[src/rtl/key_note_select.sv]
// Piano key front end: sync + debounce 12 keys, pick the lowest pressed one, drive tone-stage compare value.
// Optional release sustain is compiled in with `define SUSTAIN_EN.
module key_note_select #(
    parameter int DEBOUNCE_CYCLES = 500000,
    parameter int SUSTAIN_CYCLES  = 25000000
) (
    input  logic        clk,
    input  logic        rst_n,
    input  logic [11:0] keys_raw,
    output logic        note_valid,
    output logic [3:0]  note_idx,
    output logic [18:0] half_period,
    output logic        note_load
);
    // state | meaning
    // IDLE    | no key selected, tone stage silent
    // PLAY    | a key is selected and sounding
    // SUSTAIN | all keys released, note held until the sustain timer expires
    localparam logic [1:0] IDLE    = 2'd0;
    localparam logic [1:0] PLAY    = 2'd1;
`ifdef SUSTAIN_EN
    localparam logic [1:0] SUSTAIN = 2'd2;
    localparam int         SW      = $clog2(SUSTAIN_CYCLES + 1);
    localparam logic [SW-1:0] SUS_LAST = SW'(SUSTAIN_CYCLES - 1);
    logic [SW-1:0] sus_cnt;
`endif

    localparam int            DW      = $clog2(DEBOUNCE_CYCLES + 1);
    localparam logic [DW-1:0] DB_LAST = DW'(DEBOUNCE_CYCLES - 1);

    logic [11:0]   sync1;
    logic [11:0]   sync2;
    logic [11:0]   stable;
    logic [DW-1:0] db_cnt [12];
    logic [1:0]    state;
    logic          sel_valid;
    logic [3:0]    sel;

    function automatic logic [18:0] period_of(input logic [3:0] idx);
        logic [18:0] p;
        case (idx)
            4'd0:    p = 19'd95556;
            4'd1:    p = 19'd90194;
            4'd2:    p = 19'd85131;
            4'd3:    p = 19'd80353;
            4'd4:    p = 19'd75843;
            4'd5:    p = 19'd71586;
            4'd6:    p = 19'd67568;
            4'd7:    p = 19'd63776;
            4'd8:    p = 19'd60197;
            4'd9:    p = 19'd56818;
            4'd10:   p = 19'd53629;
            4'd11:   p = 19'd50619;
            default: p = 19'd0;
        endcase
        return p;
    endfunction

    always_ff @(posedge clk or negedge rst_n) begin
        if (!rst_n) begin
            sync1 <= '0;
            sync2 <= '0;
        end else begin
            sync1 <= keys_raw;
            sync2 <= sync1;
        end
    end

    // Counter only advances on consecutive mismatching cycles; any agreement restarts it.
    always_ff @(posedge clk or negedge rst_n) begin
        if (!rst_n) begin
            stable <= '0;
            for (int i = 0; i < 12; i++) db_cnt[i] <= '0;
        end else begin
            for (int i = 0; i < 12; i++) begin
                if (sync2[i] == stable[i]) begin
                    db_cnt[i] <= '0;
                end else if (db_cnt[i] == DB_LAST) begin
                    stable[i] <= sync2[i];
                    db_cnt[i] <= '0;
                end else begin
                    db_cnt[i] <= db_cnt[i] + 1'b1;
                end
            end
        end
    end

    // Scan high to low so the lowest set index is the last assignment.
    always_comb begin
        sel_valid = 1'b0;
        sel       = 4'd0;
        for (int i = 11; i >= 0; i--) begin
            if (stable[i]) begin
                sel_valid = 1'b1;
                sel       = 4'(i);
            end
        end
    end

    always_ff @(posedge clk or negedge rst_n) begin
        if (!rst_n) begin
            state       <= IDLE;
            note_valid  <= 1'b0;
            note_idx    <= 4'd0;
            half_period <= 19'd0;
            note_load   <= 1'b0;
`ifdef SUSTAIN_EN
            sus_cnt     <= '0;
`endif
        end else begin
            note_load <= 1'b0;
            case (state)
                IDLE: begin
                    if (sel_valid) begin
                        state       <= PLAY;
                        note_valid  <= 1'b1;
                        note_idx    <= sel;
                        half_period <= period_of(sel);
                        note_load   <= 1'b1;
                    end
                end
                PLAY: begin
                    if (sel_valid) begin
                        if (sel != note_idx) begin
                            note_idx    <= sel;
                            half_period <= period_of(sel);
                            note_load   <= 1'b1;
                        end
                    end else begin
`ifdef SUSTAIN_EN
                        state   <= SUSTAIN;
                        sus_cnt <= '0;
`else
                        state      <= IDLE;
                        note_valid <= 1'b0;
`endif
                    end
                end
`ifdef SUSTAIN_EN
                SUSTAIN: begin
                    if (sel_valid) begin
                        state   <= PLAY;
                        sus_cnt <= '0;
                        if (sel != note_idx) begin
                            note_idx    <= sel;
                            half_period <= period_of(sel);
                            note_load   <= 1'b1;
                        end
                    end else if (sus_cnt == SUS_LAST) begin
                        state      <= IDLE;
                        note_valid <= 1'b0;
                        sus_cnt    <= '0;
                    end else begin
                        sus_cnt <= sus_cnt + 1'b1;
                    end
                end
`endif
                default: begin
                    state      <= IDLE;
                    note_valid <= 1'b0;
                end
            endcase
        end
    end
endmodule

[config.mk]
export PLATFORM = sky130hd
export DESIGN_NAME = key_note_select
export DESIGN_NICKNAME = d
export VERILOG_FILES = /design/src/rtl/key_note_select.sv
export SDC_FILE = /design/constraint.sdc
export NUM_CORES = 1
export LEC_CHECK = 0
export CAP_MARGIN = 20
export CORE_MARGIN = 4
export CORE_UTILIZATION = 39
export CTS_CLUSTER_DIAMETER = 100
export DETAILED_ROUTE_END_ITERATION = 8
export PLACE_DENSITY = 0.64
export SLEW_MARGIN = 20
export SYNTH_ARGS = -nofsm -noshare
export SYNTH_HDL_FRONTEND = slang
export SYNTH_SLANG_ARGS = --single-unit
[constraint.sdc]
create_clock -name clk -period 4.01 [get_ports clk]
set_input_delay 1.203 -clock clk [delete_from_list [all_inputs] [get_ports clk]]
set_output_delay 1.203 -clock clk [all_outputs]
set_load 0.02 [all_outputs]
# == Yosys cells after proc, flatten, opt, wreduce, memory -nomap -nowiden ==
# Memories as Yosys holds them, arrays and structs flattened.
# Cells that the tools add are included.
# op_classes
addsub,12
n_mul,0
n_div,0
order_cmp,0
eq_ne,30
n_shift,0
n_mux,66
n_bitwise,12
n_reduce_logical,16
# ops
op,n
19-bit 2-to-1 mux,27
19-bit by 1-bit adder with 19-bit output (second input constant),12
19-bit equality test (second input constant),12
4-bit 2-to-1 mux,15
19-bit case mux with 2 select lines,1
2-bit AND reduction,13
1-bit 2-to-1 mux,17
1-bit equality test,12
1-bit NOT,12
2-bit inequality test (second input constant),4
4-bit case mux with 2 select lines,1
2-bit 2-to-1 mux,2
4-bit inequality test,1
1-bit case mux with 2 select lines,2
2-bit case mux with 2 select lines,1
4-bit AND reduction,1
2-bit by 1-bit equality test with 1-bit output (second input constant),1
2-bit zero test,1
2-bit nonzero test,1
# word_totals
reg_bits,291
latchBits,0
ramBits,0
romBits,544
inputBits,14
elab_cells,169
n_memories,2
# mem_list
memory,depth,width,rd,rd_clocked_by_memory_dff,write_ports,line,text
(no name shown),16,17,1,0,0,41,case (idx)
(no name shown),16,17,1,0,0,41,

# == Logic depth before layout (Yosys ltp) ==
# Gate-level depths: netlist (run 1).
# depth
depth_word,16
mapped_depth,11
ltp_nobuf,9

# == Least setup slack after synthesis (run 1) ==
# No wires, ideal clock.
# synth_timing
path_type,register -> register
from,register stable[6]
to,register half_period[6]
setup_time_ps,125
arrival_ps,2589
slack_ps,1297
stages_incl_launch_ff,11
n_path_buf,2
path_cell_list,dfrtp_1 > buf_6 > and2b_1 > o21bai_1 > a311oi_2 > inv_1 > ha_1 > buf_1 > a22o_1 > a31o_2 > mux2_2
# synth_via
elab_chain_cells,11
elab_cells_between_ends,25
classes_between,eq/ne: 4; mux: 18; reduce/logical: 1; memory: 2
# synth_rtl
element,line,text
from (decl),33,logic [11:0] stable;
"from (signal, indexed assignment)",79,stable[i] <= sync2[i];
4-bit 2-to-1 mux (*) (7 in series),93,if (stable[i]) begin
named net sel[0],37,logic [3:0] sel;
memory 16 x 17 bit,--,
19-bit 2-to-1 mux,124,if (sel != note_idx) begin
19-bit 2-to-1 mux,123,if (sel_valid) begin
19-bit case mux with 2 select lines,112,case (state)
to (signal assigned),118,half_period <= period_of(sel);
to (signal assigned),126,half_period <= period_of(sel);
to (decl),12,"output logic [18:0] half_period,"
# The timed path passes the listed nets; every way through them passes the cells marked *. The select of a mux whose other input is x is not followed.
# A chain may end at the register's enable or synchronous reset.

# == Worst setup path in the final report (run 1) ==
# layout_timing
from,register stable[4]
to,register half_period[6]
# layout_via
elab_chain_cells,9
elab_cells_between_ends,21
classes_between,eq/ne: 4; mux: 14; reduce/logical: 1; memory: 2
# layout_rtl
element,line
4-bit 2-to-1 mux (*) (5 in series),93
named net sel[0],37
memory 16 x 17 bit,--
19-bit 2-to-1 mux,124
19-bit 2-to-1 mux,123
19-bit case mux with 2 select lines,112
# Marks and branches as above.

==> summary.txt, run 1 <==
reg-to-reg endpoint - half_period[6]
# placed instances - 1799
launch point of the critical path - stable[4]
Final Cycle Share - 0.7712
CP Max Fanout - 9
number of warnings printed during yosys synthesis - 0
number of global-route vias before repair - 9035
data required time of the worst path - 4440 ps
average wire per standard cell - 13.97 um
number of gates resized after cts - 0
Max Clk Rate - 323.3 MHz
series of cell instances along the critical path - nor3_1 > o21ai_0 > a311oi_2 > inv_1 > ha_1 > a22o_1 > a31o_2 > mux2_2
number of enable-type register cells in the synthesized netlist - 0
number of iterations in the first detailed-routing pass - 5
GRT Overall Usage - 0.1372
number of cells in the finished layout apart from fillers - 1854
area of the die - 37640 sq um
number of buffers inserted by hold repair at cts - 0
synthesis-to-layout area growth - 13.53%
gp weighted congestion - 0.7919
root buffer cell - sky130_fd_sc_hd__clkbuf_16
top flip-flop cell by instance count after synthesis - sky130_fd_sc_hd__dfrtp_1
maximum ir drop on the vdd rail - 0.0002899 V
Total Neg Setup Slack - 0 ps
post-route ant nets - 0
proportion of netlist area held by the largest area contributor - 0.5323
number of rows in the core area - 67
ratio of total power to cell area - 386.5 nW/um^2
sequential cell area - 7182 sq um
classification of the worst setup path - flop to flop
Avg Cell Area, Syn - 10.05 sq um
Initial Util - 0.3984
normalized max-slew margin - 0.3484
filler cell count in the final layout - 3143
sequential element share of the synthesized area - 0.5323
number of instances in the synthesized netlist - 1343
H-tree depth - 1
hold crit path type - flop to flop
initial drt markers - 507
Ports - 39
ys async rst share - 1.000
total of endpoints with negative setup slack in the final report - 0
vias post-DR - 9261
largest stage delay on the critical path - 660 ps
Nets - 1418
dominant cells by area after synthesis - sky130_fd_sc_hd__dfrtp_1 53%, sky130_fd_sc_hd__nor2_1 7.4%, sky130_fd_sc_hd__xor2_1 7.3%
number of buffers added on ports - 36
die height - 194.0 um
drt drc - 0
TritonCTS clock tree - done
Worst Reg-to-Reg Cells - 8
most common cell after layout, fill and taps aside - sky130_fd_sc_hd__dfrtp_1
antenna diode instance count - 0
Power Total - 5921 uW
commonest cells after routing, fill and taps aside - 287 x sky130_fd_sc_hd__dfrtp_1, 266 x sky130_fd_sc_hd__nor2_1, 112 x sky130_fd_sc_hd__xor2_1
clock latency of the later-clocked register in the worst-skew pair - 550 ps
final hold vios - 0
startpoint of the lowest-slack register-to-register path - stable[4]
count of state elements after synthesis - 287
initial antenna violation count - 0
status - complete, no violations
area of the mapped netlist - 13490 sq um
footprint of the multi-input gates - 6015 sq um
worst-case clock buffer depth - 3
core area - 33870 sq um
number of pins with negative max-slew slack in the final report - 0
fraction of final layout cells sized beyond drive strength 1 - 0.07752
worst-case clock skew - 11.18 ps
slack of the worst reg-to-reg path - 920 ps
Slowest-stage cell, CP - sky130_fd_sc_hd__a311oi_2
post-layout minimum cycle time - 3093 ps
total detailed-routing wirelength - 25900 um
Worst Max-Slew Pin Slew - 968.4 ps
Synth area leader - sky130_fd_sc_hd__dfrtp_1
Netlist cell types - 51
Post-CTS Setup Inserts - 0
static leakage - 0.006543 uW
number of buffers created by CTS - 31
pin count of the biggest net entering global routing - 87
clock net sink count - 287
width of the chip - 194.0 um
end point of the critical path - half_period[6]
critical path startpoint category - flop
HPWL reported at the end of detailed placement - 17610 um
global-route wire length before repair - 44760 um
Max-cap violations - 0
per-cell via count in the routed design - 4.995
total congestion overflow - 0
crit path capture type - flop
Reg clk slew, reported paths - 60 ps
data arrival at the endpoint of the critical path - 3530 ps
RSZ-0062 raised after global routing - no
## state kept, by name, summed over array words and instances (netlist names)
| signal | flops |
|---|---|
| stable | 12 |
| note_valid | 1 |
| sync2 | 12 |
| half_period | 17 |
| sync1 | 12 |
| db_cnt | 228 |
| note_load | 1 |
| note_idx | 4 |
## worst max-delay path, delay by kind of cell (launching register included)
| kind | cells | cell delay [ps] |
|---|---|---|
| compound gates | 4 | 1300 |
| fa+ha+maj | 1 | 480 |
| buf+inv | 1 | 280 |
| flops | 1 | 460 |
| mux | 1 | 250 |
| simple gates | 1 | 210 |
## area by class of cell
cell class / count / share of cell area
Inverter: 28 / 0.006861
Sequential cell: 287 / 0.4688
Clock buffer: 37 / 0.05407
Timing Repair Buffer: 43 / 0.02973
Clock inverter: 18 / 0.01127
Multi-Input combinational cell: 993 / 0.3926
Tap cell: 448 / 0.03659
## cell usage after synthesis (all sizes together), types with 3 or more instances
| cell | n |
|---|---|
| nor2b | 10 |
| dfrtp | 287 |
| nor3b | 4 |
| or2 | 13 |
| a21oi | 31 |
| nor3 | 22 |
| inv | 28 |
| nand2 | 106 |
| xnor2 | 85 |
| and3 | 26 |
| clkbuf | 18 |
| nor4 | 23 |
| nand3 | 85 |
| ha | 20 |
| xor2 | 112 |
| o21ai | 34 |
| or3 | 24 |
| nand4 | 43 |
| buf | 18 |
| mux2 | 29 |
| nor4b | 9 |
| and2 | 4 |
| mux2i | 4 |
| nor2 | 266 |
| and4 | 18 |
| o31ai | 3 |
## power breakdown
group	switching [uW]	internal [uW]	total (uW)
clock network	1160	1600	2770
logic	123	55.0	178
registers	37.6	2940	2980
total	1320	4600	5920
## logic make-up after synthesis
| logic type | count (synthesis) | share of synthesized area |
|---|---|---|
| buffers and inverters | 64 | 0.02225 |
| and+or+nand+nor | 663 | 0.2366 |
| DFF | 287 | 0.5323 |
| xor gates and xnor gates | 197 | 0.1279 |
| muxes | 33 | 0.02912 |
| other | 1 | 0.0002779 |
| AOI/OAI and AO/OA | 78 | 0.03301 |
| adders and majority gates | 20 | 0.01855 |
## per-stage QoR
| step | hold WS (ps) | cell area, sq um | utilization | setup WS, ps |
|---|---|---|---|---|
| final | 347.3 | 15320 | 0.4523 | 917.4 |
| after global routing | 353.3 | 15320 | 0.4523 | 757.8 |
| after CTS | 350.2 | 15320 | 0.4523 | 938.7 |
| after detailed placement | 336.2 | 14320 | 0.4228 | 961.3 |
| after global placement | 333.5 | 14320 | 0.4228 | 1036 |
| after floorplan | 331.2 | 13500 | - | 1297 |
## routing by layer
metal	track usage	part of all wire	vias up
met5	0	0	-
met4	0.02995	0.018	0
met3	0.02832	0.041	37
met2	0.2170	0.45	99
met1	0.1967	0.49	4492
li1	-	-	4633
## worst min-delay path by stage
stage,startpoint,cells after the start,endpoint,slack (ps)
3_5_place_dp,sync1[0],0,sync2[0],340
5_1_grt,sync1[0],0,sync2[0],350
3_3_place_gp,sync1[1],0,sync2[1],330
4_1_cts,sync1[0],0,sync2[0],350
2_1_floorplan,sync1[0],0,sync2[0],330
6_report,sync1[3],0,sync2[3],350
No activity file was read; power rests on OpenSTA's default activity.
==> inputs of run 2 (changes only) <==
--- a/config.mk
+++ b/config.mk
@@ -10,7 +10,7 @@
 export CORE_UTILIZATION = 39
 export CTS_CLUSTER_DIAMETER = 100
 export DETAILED_ROUTE_END_ITERATION = 8
-export PLACE_DENSITY = 0.64
+export PLACE_DENSITY = 0.66
 export SLEW_MARGIN = 20
 export SYNTH_ARGS = -nofsm -noshare
 export SYNTH_HDL_FRONTEND = slang
==> constraint.sdc (replaced) <==
create_clock -name clk -period 2.7 [get_ports clk]
set_input_delay 0.81 -clock clk [delete_from_list [all_inputs] [get_ports clk]]
set_output_delay 0.81 -clock clk [all_outputs]
set_load 0.02 [all_outputs]
==> summary.txt, run 2 (synthesis results as in run 1) <==
post-layout util - 0.4603 (was 0.4523)
die height - 194.0 um (unchanged)
final hold vios - 0 (unchanged)
largest stage delay on the critical path - 700 ps (was 660 ps)
buffering stage count on the worst path with inverters included - 1 (unchanged)
per-cell via count in the routed design - 4.973 (was 4.995)
average wire per standard cell - 13.98 um (was 13.97 um)
width of the chip - 194.0 um (unchanged)
Post-CTS Setup Inserts - 0 (unchanged)
total of endpoints with negative setup slack in the final report - 0 (unchanged)
root buffer cell - sky130_fd_sc_hd__clkbuf_16 (unchanged)
data arrival at the endpoint of the critical path - 1680 ps (was 3530 ps)
number of global-route vias before repair - 9274 (was 9035)
maximum ir drop on the vdd rail - 0.0004852 V (was 0.0002899 V)
worst-case clock skew - 21.00 ps (was 11.18 ps)
number of iterations in the first detailed-routing pass - 5 (unchanged)
internal power - 7348 uW (was 4598 uW)
post-route ant nets - 0 (unchanged)
antenna diode instance count - 0 (unchanged)
Slowest-stage cell, CP - sky130_fd_sc_hd__clkdlybuf4s50_1 (was sky130_fd_sc_hd__a311oi_2)
Ports - 39 (unchanged)
number of pins with negative max-slew slack in the final report - 0 (unchanged)
classification of the worst setup path - flop to primary output (was flop to flop)
clock net sink count - 287 (unchanged)
pin count of the biggest net entering global routing - 64 (was 87)
core area - 33870 sq um (unchanged)
Max Clk Rate - 401.8 MHz
vias post-DR - 9289 (was 9261)
number of buffers added on ports - 36 (unchanged)
CP Max Fanout - 5 (was 9)
most common cell after layout, fill and taps aside - sky130_fd_sc_hd__dfrtp_1 (unchanged)
Initial Util - 0.3984 (unchanged)
crit path capture type - primary output (was flop)
area of the die - 37640 sq um (unchanged)
Reg clk slew, reported paths - 60 ps (about the same)
static leakage - 0.006691 uW (was 0.006543 uW)
fraction of final layout cells sized beyond drive strength 1 - 0.08732 (was 0.07752)
worst-case clock buffer depth - 3 (unchanged)
post-place instance area - 14430 sq um (was 14320 sq um)
number of rows in the core area - 67 (unchanged)
startpoint of the lowest-slack register-to-register path - stable[4] (unchanged)
reg-to-reg endpoint - half_period[6] (unchanged)
normalized max-slew margin - 0.5892 (was 0.3484)
Nets - 1431 (was 1418)
cell area after layout - 15590 sq um (was 15320 sq um)
gp weighted congestion - 0.8261 (was 0.7919)
total congestion overflow - 0 (unchanged)
clock latency of the later-clocked register in the worst-skew pair - 500 ps (was 550 ps)
synthesis-to-layout area growth - 15.53% (was 13.53%)
filler cell count in the final layout - 3171 (was 3143)
status - complete, no violations (unchanged)
total detailed-routing wirelength - 26120 um (was 25900 um)
commonest cells after routing, fill and taps aside - 287 x sky130_fd_sc_hd__dfrtp_1, 266 x sky130_fd_sc_hd__nor2_1, 112 x sky130_fd_sc_hd__xor2_1 (unchanged)
part of the total power dissipated in combinational logic - 0.029 (was 0.030)
series of cell instances along the critical path - clkdlybuf4s50_1 (was nor3_1 > o21ai_0 > a311oi_2 > inv_1 > ha_1 > a22o_1 > a31o_2 > mux2_2)
H-tree depth - 2 (was 1)
TritonCTS clock tree - done (unchanged)
ratio of total power to cell area - 598.1 nW/um^2 (was 386.5 nW/um^2)
sequential share of power - 0.474 (was 0.503)
GRT Overall Usage - 0.1397 (was 0.1372)
post-layout minimum cycle time - 2489 ps
Max-cap violations - 0 (unchanged)
critical path startpoint category - flop (unchanged)
global-route wire length before repair - 45430 um (was 44760 um)
hold crit path type - input port to asynchronous set/reset pin (was flop to flop)
Switch Pwr - 1976 uW (was 1323 uW)
largest register by flop count - db_cnt (unchanged)
Final Cycle Share - 0.9219
number of buffers created by CTS - 34 (was 31)
Net Sw Frac - 0.2119 (was 0.2235)
data required time of the worst path - 1890 ps (was 4440 ps)
number of flip-flops in the largest register - 228 (unchanged)
Worst Reg-to-Reg Cells - 8 (unchanged)
slack of the worst reg-to-reg path - 220 ps (was 920 ps)
Worst Max-Slew Pin Slew - 610.5 ps (was 968.4 ps)
top flop regs - db_cnt: 228 flops, half_period: 17 flops (unchanged)
RSZ-0062 raised after global routing - no (unchanged)
drt drc - 0 (unchanged)
HPWL reported at the end of detailed placement - 17960 um (was 17610 um)
Total Neg Setup Slack - 0 ps (unchanged)
Worst path top cell family by delay - buffers and inverters (was compound AO/OA/AOI/OAI gates)
portion of total power attributed to the clock network - 0.497 (was 0.467)
initial antenna violation count - 0 (unchanged)
initial drt markers - 425 (was 507)
[run 2: cell types whose count changed in the layout (fill, tap and decap cells not counted)]
| cell | change |
|---|---|
| sky130_fd_sc_hd__nor3_2 | +1 |
| sky130_fd_sc_hd__a311oi_4 | +1 |
| sky130_fd_sc_hd__bufinv_16 | +1 |
| sky130_fd_sc_hd__nor3_1 | -1 |
| sky130_fd_sc_hd__clkinv_4 | -6 |
| sky130_fd_sc_hd__a311oi_2 | -1 |
| sky130_fd_sc_hd__clkbuf_8 | +6 |
| sky130_fd_sc_hd__buf_4 | +8 |
| sky130_fd_sc_hd__inv_6 | +1 |
| sky130_fd_sc_hd__clkinvlp_4 | -2 |
| sky130_fd_sc_hd__buf_12 | +2 |
| sky130_fd_sc_hd__clkbuf_16 | +4 |
[run 2: worst max path at each step]
stage / slack [ps] / cells after the start / startpoint / to
2_1_floorplan: 80 / 10 / stable[6] / half_period[6]
3_3_place_gp: 250 / 8 / stable[4] / half_period[6]
3_5_place_dp: 130 / 7 / stable[7] / half_period[4]
4_1_cts: 120 / 7 / stable[7] / half_period[16]
5_1_grt: 30 / 7 / stable[11] / half_period[6]
6_report: 210 / 1 / note_valid / note_valid
[run 2: area by class of cell]
type	instances	area, sq um	area share
flip-flops and latches	287	7182	0.4607
multi-input cells	993	6031	0.3869
clock buffers	47	1011	0.06485
well taps	448	560.5	0.03596
repair buffers	53	555.5	0.03564
clock inverters	12	143.9	0.009230
inverters	28	105.1	0.006742
[run 2: routing by layer]
layer	track usage	wire length, um	vias up
li1	-	-	4658
met1	0.1899	12320	4495
met2	0.2307	12300	89
met3	0.02502	833	47
met4	0.04089	667	0
met5	0	0	-
[run 2: power by group through the flow]
stage	sequential (uW)	clock (uW)	combinational [uW]
floorplan	4480	0	133
global placement	4490	0	277
detailed placement	4500	0	281
CTS	4420	4770	282
global route	4430	4950	320
finish	4420	4630	270
[run 2: worst reg2reg max path: stages (launching register included)]
cell                       delay [ps]
sky130_fd_sc_hd__dfrtp_1          440
sky130_fd_sc_hd__nor3_1           190
sky130_fd_sc_hd__o21ai_0          230
sky130_fd_sc_hd__a311oi_4         290
sky130_fd_sc_hd__inv_1             90
sky130_fd_sc_hd__ha_1             410
sky130_fd_sc_hd__a22o_1           240
sky130_fd_sc_hd__a31o_2           200
sky130_fd_sc_hd__mux2_2           250
[run 2: per-stage QoR]
stage                     hold slack, ps  worst slack, ps  instances  total power [uW]
final                              262.9            210.9       1868              9324
after global routing               296.1            30.73       1868              9701
after CTS                          270.8            120.2       1868              9477
after detailed placement           337.2            134.7       1809              4779
after global placement             331.5            245.5       1809              4772
after floorplan                    331.2            84.76       1344              4616
[run 2: what timing repair did]
| action | in CTS | in global routing |
|---|---|---|
| setup endpoints to repair | 0 | 10 |
| gates resized for setup | 0 | 1 |
| hold buffers | 0 | 0 |
